[src/rtl/conv_out_writer.sv]
// Output stage after the conv MAC array: bias, round, ReLU, saturate,
// then sequential writes into the output feature RAM.
module conv_out_writer #(
  parameter int DATA_WIDTH = 16,
  parameter int ACC_WIDTH  = 40,
  parameter int FRAC_BITS  = 8,
  parameter int OUT_W      = 24,
  parameter int OUT_H      = 24,
  parameter int NUM_MAPS   = 1,
  parameter int ADDR_WIDTH = 10,
  parameter bit RELU_EN    = 1'b1
) (
  input  logic                  clock,
  input  logic                  reset,
  input  logic                  start,
  input  logic                  accum_sload,
  input  logic [ACC_WIDTH-1:0]  acc_result,
  input  logic [DATA_WIDTH-1:0] bias,
  output logic                  out_wren,
  output logic [ADDR_WIDTH-1:0] out_addr,
  output logic [DATA_WIDTH-1:0] out_data,
  output logic                  busy,
  output logic                  done,
  output logic                  ovf
);

  localparam int TOTAL = OUT_W * OUT_H * NUM_MAPS;
  localparam int CW    = $clog2(TOTAL + 1);
  localparam int SW    = ACC_WIDTH + 2;
  localparam int HB    = SW - DATA_WIDTH + 1;

  localparam logic signed [SW-1:0] MAXV =
    {{HB{1'b0}}, {(DATA_WIDTH-1){1'b1}}};
  localparam logic signed [SW-1:0] MINV =
    {{HB{1'b1}}, {(DATA_WIDTH-1){1'b0}}};
  localparam logic signed [SW-1:0] RND =
    {{(SW-1){1'b0}}, 1'b1} << (FRAC_BITS - 1);

  typedef enum logic [1:0] {
    IDLE,
    RUN,
    DRAIN,
    DONE
  } state_t;

  state_t                  state;
  logic [CW-1:0]           launch_cnt;
  logic [ADDR_WIDTH-1:0]   wr_cnt;
  logic                    s1_v;
  logic signed [SW-1:0]    s1;
  logic signed [SW-1:0]    acc_x;
  logic signed [SW-1:0]    bias_x;
  logic signed [SW-1:0]    r;
  logic                    launch;
  logic                    clamp;
  logic                    hi;
  logic                    lo;
  logic [DATA_WIDTH-1:0]   res;

  assign launch = (state == RUN) && accum_sload
                  && (launch_cnt < CW'(TOTAL));

  assign acc_x  = {{2{acc_result[ACC_WIDTH-1]}}, acc_result};
  assign bias_x = {{(SW-DATA_WIDTH-FRAC_BITS){bias[DATA_WIDTH-1]}},
                   bias, {FRAC_BITS{1'b0}}};

  // Arithmetic shift after adding half an LSB gives round-half-up.
  assign r     = s1 >>> FRAC_BITS;
  assign clamp = RELU_EN && r[SW-1];
  assign hi    = r > MAXV;
  assign lo    = (r < MINV) && !clamp;

  always_comb begin
    res = r[DATA_WIDTH-1:0];
    unique case (1'b1)
      clamp:   res = '0;
      hi:      res = MAXV[DATA_WIDTH-1:0];
      lo:      res = MINV[DATA_WIDTH-1:0];
      default: ;
    endcase
  end

  always_ff @(posedge clock or posedge reset) begin
    if (reset) begin
      state      <= IDLE;
      launch_cnt <= '0;
      wr_cnt     <= '0;
      s1_v       <= 1'b0;
      s1         <= '0;
      out_wren   <= 1'b0;
      out_addr   <= '0;
      out_data   <= '0;
      busy       <= 1'b0;
      done       <= 1'b0;
      ovf        <= 1'b0;
    end else begin
      s1_v     <= launch;
      out_wren <= s1_v;
      if (launch) begin
        s1         <= acc_x + bias_x + RND;
        launch_cnt <= launch_cnt + CW'(1);
      end
      if (s1_v) begin
        out_data <= res;
        out_addr <= wr_cnt;
        wr_cnt   <= wr_cnt + ADDR_WIDTH'(1);
        if (hi || lo) ovf <= 1'b1;
      end
      unique case (state)
        IDLE: if (start) begin
          state <= RUN;
          busy  <= 1'b1;
        end
        RUN: if (launch && launch_cnt == CW'(TOTAL - 1)) begin
          state <= DRAIN;
          busy  <= 1'b0;
        end
        // Last pixel is in stage 2 once stage 1 is empty.
        DRAIN: if (!s1_v) begin
          state <= DONE;
          done  <= 1'b1;
        end
        DONE: ;
        default: state <= IDLE;
      endcase
    end
  end

endmodule

[config.mk]
export PLATFORM = sky130hd
export DESIGN_NAME = conv_out_writer
export DESIGN_NICKNAME = d
export VERILOG_FILES = /design/src/rtl/conv_out_writer.sv
export SDC_FILE = /design/constraint.sdc
export NUM_CORES = 1
export LEC_CHECK = 0
export CORE_ASPECT_RATIO = 0.6
export CORE_MARGIN = 3
export CORE_UTILIZATION = 50
export CTS_CLUSTER_DIAMETER = 30
export CTS_CLUSTER_SIZE = 10
export DETAILED_ROUTE_END_ITERATION = 16
export PLACE_DENSITY = 0.76
export SLEW_MARGIN = 20
export SYNTH_ARGS = -nofsm -noshare
export SYNTH_HDL_FRONTEND = slang
export SYNTH_SLANG_ARGS = --single-unit
[constraint.sdc]
create_clock -name clock -period 3.56 [get_ports clock]
set_input_delay 0.712 -clock clock [delete_from_list [all_inputs] [get_ports clock]]
set_output_delay 0.712 -clock clock [all_outputs]
set_load 0.005 [all_outputs]
After elaboration in Yosys (flattened, before gate mapping)
Index checks and enable logic that the tools add are counted.
{"block": "totals", "word_cells": 46, "input_bits": 60, "output_inout_bits": 30, "register_bits": 95}
{"block": "classes", "addsub": 4, "n_lt_le_gt_ge": 3, "n_reduce_logical": 13, "bitwise_logic": 1, "eq_ne": 6, "muxes": 8}
{"operator": "one-hot mux 16 bit (3 select lines)", "n": 1}
{"operator": "adder 41 x 9 -> 42 bit, second input constant", "n": 1}
{"operator": "adder 40 x 24 -> 41 bit", "n": 1}
{"operator": "> comparator 34 x 16 -> 1 bit, second input constant", "n": 1}
{"operator": "< comparator 34 x 16 -> 1 bit, second input constant", "n": 1}
{"operator": "adder 10 x 1 -> 10 bit, second input constant", "n": 2}
{"operator": "equality test 10 bit, second input constant", "n": 1}
{"operator": "< comparator 10 bit, second input constant", "n": 1}
{"operator": "2-to-1 mux 2 bit", "n": 3}
{"operator": "one-hot mux 2 bit (3 select lines)", "n": 1}
{"operator": "logical AND 1 bit", "n": 4}
{"operator": "!= test 2 bit, second input constant", "n": 2}
{"operator": "AND reduction 2 bit", "n": 2}
{"operator": "AND reduction 4 bit", "n": 1}
{"operator": "AND reduction 3 bit", "n": 1}
{"operator": "nonzero test 3 bit", "n": 1}
{"operator": "equality test 2 x 1 -> 1 bit, second input constant", "n": 1}
{"operator": "equality test 2 bit, second input constant", "n": 1}
{"operator": "zero test 2 bit", "n": 1}
{"operator": "2-to-1 mux 1 bit", "n": 2}
{"operator": "!= test 2 x 1 -> 1 bit, second input constant", "n": 1}
{"operator": "one-hot mux 1 bit (2 select lines)", "n": 1}
{"operator": "nonzero test 2 bit", "n": 1}
{"operator": "zero test 1 bit", "n": 1}
{"operator": "other kinds (2)", "n": 2}

Depth between registers and ports, before layout
{"block": "logic_depth", "depth_word": 6, "depth_mapped": 10, "ltp_nobuf": 10}

Least setup slack after synthesis
OpenSTA, ideal clock, no wires.
{"block": "synth_path", "path_type": "input -> register", "startpoint": "in acc_result[7]", "endpoint": "reg s1[39]", "arrival_ns": 2.515, "path_slack_ns": 0.918, "setup_time_ns": 0.128, "n_path_buf": 0, "t_required_ns": 3.432, "path_stages": 8, "cell_sequence": "fa_1 a21o_1 a31o_1 a21oi_1 o21ai_1 a21boi_1 o31ai_1 mux2_1"}
{"block": "synth_between", "elab_chain_len": 2}
{"element": "start: declaration", "line_no": "17", "source": "input logic [ACC_WIDTH-1:0] acc_result,"}
{"element": "adder 40 x 24 -> 41 bit", "line_no": "100", "source": "s1 <= acc_x + bias_x + RND;"}
{"element": "adder 41 x 9 -> 42 bit", "line_no": "100"}
{"element": "end signal: assignment", "line_no": "100"}
{"element": "end: declaration", "line_no": "50", "source": "logic signed [SW-1:0] s1;"}
No other way between the ends.
A chain may end at the register's enable or synchronous reset.

Worst setup path after layout
Same ends and word-level chain as after synthesis.

==> qor.csv <==
stage;metric;value;unit
detailed_routing;via count;4700;
setup_path;Buf/Inv on CP;1;
timing;max-slew violation count;0;
grt;largest net degree at the start of global routing;69;
synthesis;Yosys top cell area share;0.411;
pwr;Internal Power;2.22;mW
setup_path;Worst setup EP type;flip-flop;
setup_path;crit-path max FO;5;
synthesis;mux cell area share after synthesis;0.0321;
synthesis;Net Count, Synth;680;
grt;GR Util met1;0.341;
timing;Worst Tran Pin Value;776;ps
status;status;finished clean;
clock_tree;post_cts resized;0;
setup_path;launch point of the worst path;acc_result[7];
grt;GRT Residual Overflow;0;
setup_path;Cell Chain, Critical Path;clkdlybuf4s50_1, fa_1, a21o_1, a31o_1, a21oi_1, o21ai_1, a21boi_1, o31ai_1, mux2_1;
grt;first-pass GRT wire length;22.0;mm
pwr;Pwr Total;3.24;mW
grt;initial antenna violation count;0;
synthesis;register area share after synthesis;0.411;
grt;Total GRT Usage;0.224;
detailed_routing;DRC violations left;0;
setup_path;CP delay by family, top;compound AO/OA/AOI/OAI gates;
setup_path;Worst Path Required;3780;ps
clock_tree;CTS tree;done;
clock_tree;CTS Buffer Depth;2;
timing;Max Freq;308;MHz
clock_tree;# hold bufs at CTS;0;
timing;final hold violations;0;
floorplan;IO Pins;90;
floorplan;Total Die Area;0.0119;sq mm
clock_tree;Max H-tree Level;3;
synthesis;Synth Area in Simple Gates;0.166;
pwr;sequential share of power;0.426;
clock_tree;clock tree sinks;87;
grt;M3 GR Usage;0.0591;
clock_tree;worst skew pair latency;330;ps
pwr;power per cell area;486;mW/mm^2
finish;layout cells sized above 1;0.0950;
placement;post-DP HPWL;9.82;mm
floorplan;Starting Density;0.525;
synthesis;Commonest cells post-synth;dfrtp_1 (87), a21oi_1 (72), nand2_1 (66);
clock_tree;CTS Buf Count;9;
synthesis;largest family of logic cells by synthesized area;compound AO/OA/AOI/OAI gates;
setup_path;Startpoint Class;input port;
synthesis;Post-Synth Adder-Cell Area;0.0936;
pwr;combinational power share;0.282;
floorplan;Die Height;85.7;microns
synthesis;Cell Area, Synth;0.00529;sq mm
grt;Top Usage Layer GRT;met1;
finish;Layout area overhead;25.9;%
synthesis;Yosys reg bits;87;
detailed_routing;number of detailed-routing iterations run before antenna repair;5;
timing;relative slew slack;0.483;
synthesis;synthesized area per cell;9.11;sq um
timing;unrepaired setup endpoints after global routing;false;
pwr;Switching Share;0.315;
synthesis;post-synthesis cell count;581;
setup_path;critical path class;input port to flip-flop;
synthesis;complex-gate fraction of the synthesized area;0.199;
synthesis;leading area contributor after synthesis;dfrtp_1;
floorplan;FP Rows;28;
detailed_routing;drt total wl;13.0;mm
timing;post-layout min period;3240;ps
synthesis;Post-synth EDFFs;0;
detailed_routing;antenna viol nets, final;0;
detailed_routing;DR WL/cell;16.0;microns
finish;diode count;0;
synthesis;top-count cell post-synth;dfrtp_1;
pwr;Clock power frac;0.292;
detailed_routing;DR iter-0 viols;407;
grt;vias in the first global route;4474;
placement;Placer Congestion;0.919;
synthesis;XOR/XNOR Fraction of Synth Area;0.0678;
synthesis;top_reg_cell synth;dfrtp_1;
floorplan;Core Region;0.0101;sq mm
detailed_routing;Vias/cell;5.81;
setup_path;max incr delay on CP;480;ps
clock_tree;CTS clk-pin slew, worst paths;60;ps
clock_tree;# Post-CTS Setup Buffers;0;
timing;Final TNS setup;0;ps
pwr;Pleak;2.88;nW
timing;final setup violation count;0;
finish;# nets final;768;
synthesis;largest cells by area after synthesis;dfrtp_1 (41%), ha_1 (9.0%), a21oi_1 (6.8%), nand2_1 (4.7%), xnor2_1 (4.1%);
timing;Worst Skew;7.17;ps
setup_path;CP max-delay cell;fa_1;
clock_tree;CTS Root Cell;clkbuf_16;
synthesis;synth unique cells;61;
pwr;Sw Pwr;1.02;mW
synthesis;Async SR Flop Fraction;1.00;
flow_run;max cap viols;0;
min_path;hold_sp;ovf;
timing;fin crit share;0.911;
setup_path;Reg-to-Reg Start;state[1];
min_path;worst hold path class;flip-flop to flip-flop;
setup_path;Worst Path Arrival;3460;ps
synthesis;warnings from Yosys;0;
placement;port bufs;82;
floorplan;DIE WIDTH;139;microns
pwr;VDD IR max;0.332;mV
grt;GR Util met2;0.325;
-- worst register-to-register path: cells and delay by family, from the launching register on --
family / cells / cell delay (ps)
AOI/OAI and AO/OA: 3 / 610
adders and majority gates: 1 / 250
buffers and inverters: 2 / 160
DFF: 1 / 400
muxes: 1 / 330
and+or+nand+nor: 3 / 420
-- routing by layer --
layer,share of wire,up-vias
met5,0,-
met4,0.0078,0
met3,0.073,11
met2,0.42,160
met1,0.50,2235
li1,-,2294
-- placed cells by master (no fill, tap or decap), types with 11 or more instances in the layout --
cell type        instances
mux2_2                  11
ha_1                    38
buf_4                   21
o21ai_0                 40
nand2_1                 66
nor3_1                  12
nand4_1                 21
nand3_1                 12
inv_1                   13
clkdlybuf4s50_1         82
xnor2_1                 25
nor2_1                  35
xor2_1                  16
dfrtp_1                 87
a21oi_1                 72
-- registers in the layout, summed over array words and instances (netlist names) --
name,flops
busy,1
done,1
launch_cnt,10
out_addr,10
out_data,16
out_wren,1
ovf,1
s1,34
s1_v,1
state,2
wr_cnt,10
-- worst paths after layout --
path | endpoint | slack [ps] | depth (start not counted)
setup reg to reg | state[1] | 1280 | 10
min in group asynchronous | wr_cnt[8] | 760 | 2
max in group asynchronous | s1[17] | 2120 | 3
setup / recovery | s1[39] | 320 | 9
hold / removal | ovf | 460 | 1
hold reg to reg | ovf | 460 | 1
-- power groups by stage --
stage / Combinational (mW) / Clock (mW) / Sequential, mW
finish: 0.914 / 0.946 / 1.38
global route: 1.01 / 1.01 / 1.41
CTS: 0.911 / 0.960 / 1.38
detailed placement: 0.901 / 0 / 1.39
global placement: 0.879 / 0 / 1.38
floorplan: 0.543 / 0 / 1.35
-- through the flow --
stage | setup WS, ps | area [sq um] | instances | utilization | hold WS (ps)
after CTS | 393 | 6660 | 809 | 0.660 | 466
final | 315 | 6670 | 809 | 0.661 | 461
after floorplan | 598 | 5290 | 581 | - | 405
after global routing | 231 | 6670 | 809 | 0.661 | 491
after global placement | 87.4 | 6360 | 793 | 0.630 | 439
after detailed placement | 32.7 | 6360 | 793 | 0.630 | 452
-- kinds of logic after synthesis --
| logic type | after synthesis |
|---|---|
| flops | 87 |
| buf+inv | 42 |
| xor+xnor | 41 |
| fa+ha+maj | 39 |
| compound gates | 175 |
| mux | 15 |
| simple gates | 182 |
-- final cells by class --
type / instances / area (sq um)
inverter: 15 / 57.6
tap: 135 / 169
multi-input combinational: 452 / 2960
timing repair buffer: 104 / 998
sequential: 87 / 2180
clock buffer: 9 / 225
clock inverter: 7 / 77.6
fill: 814 / 3420
Note: power is estimated with default switching activity, not from simulation.
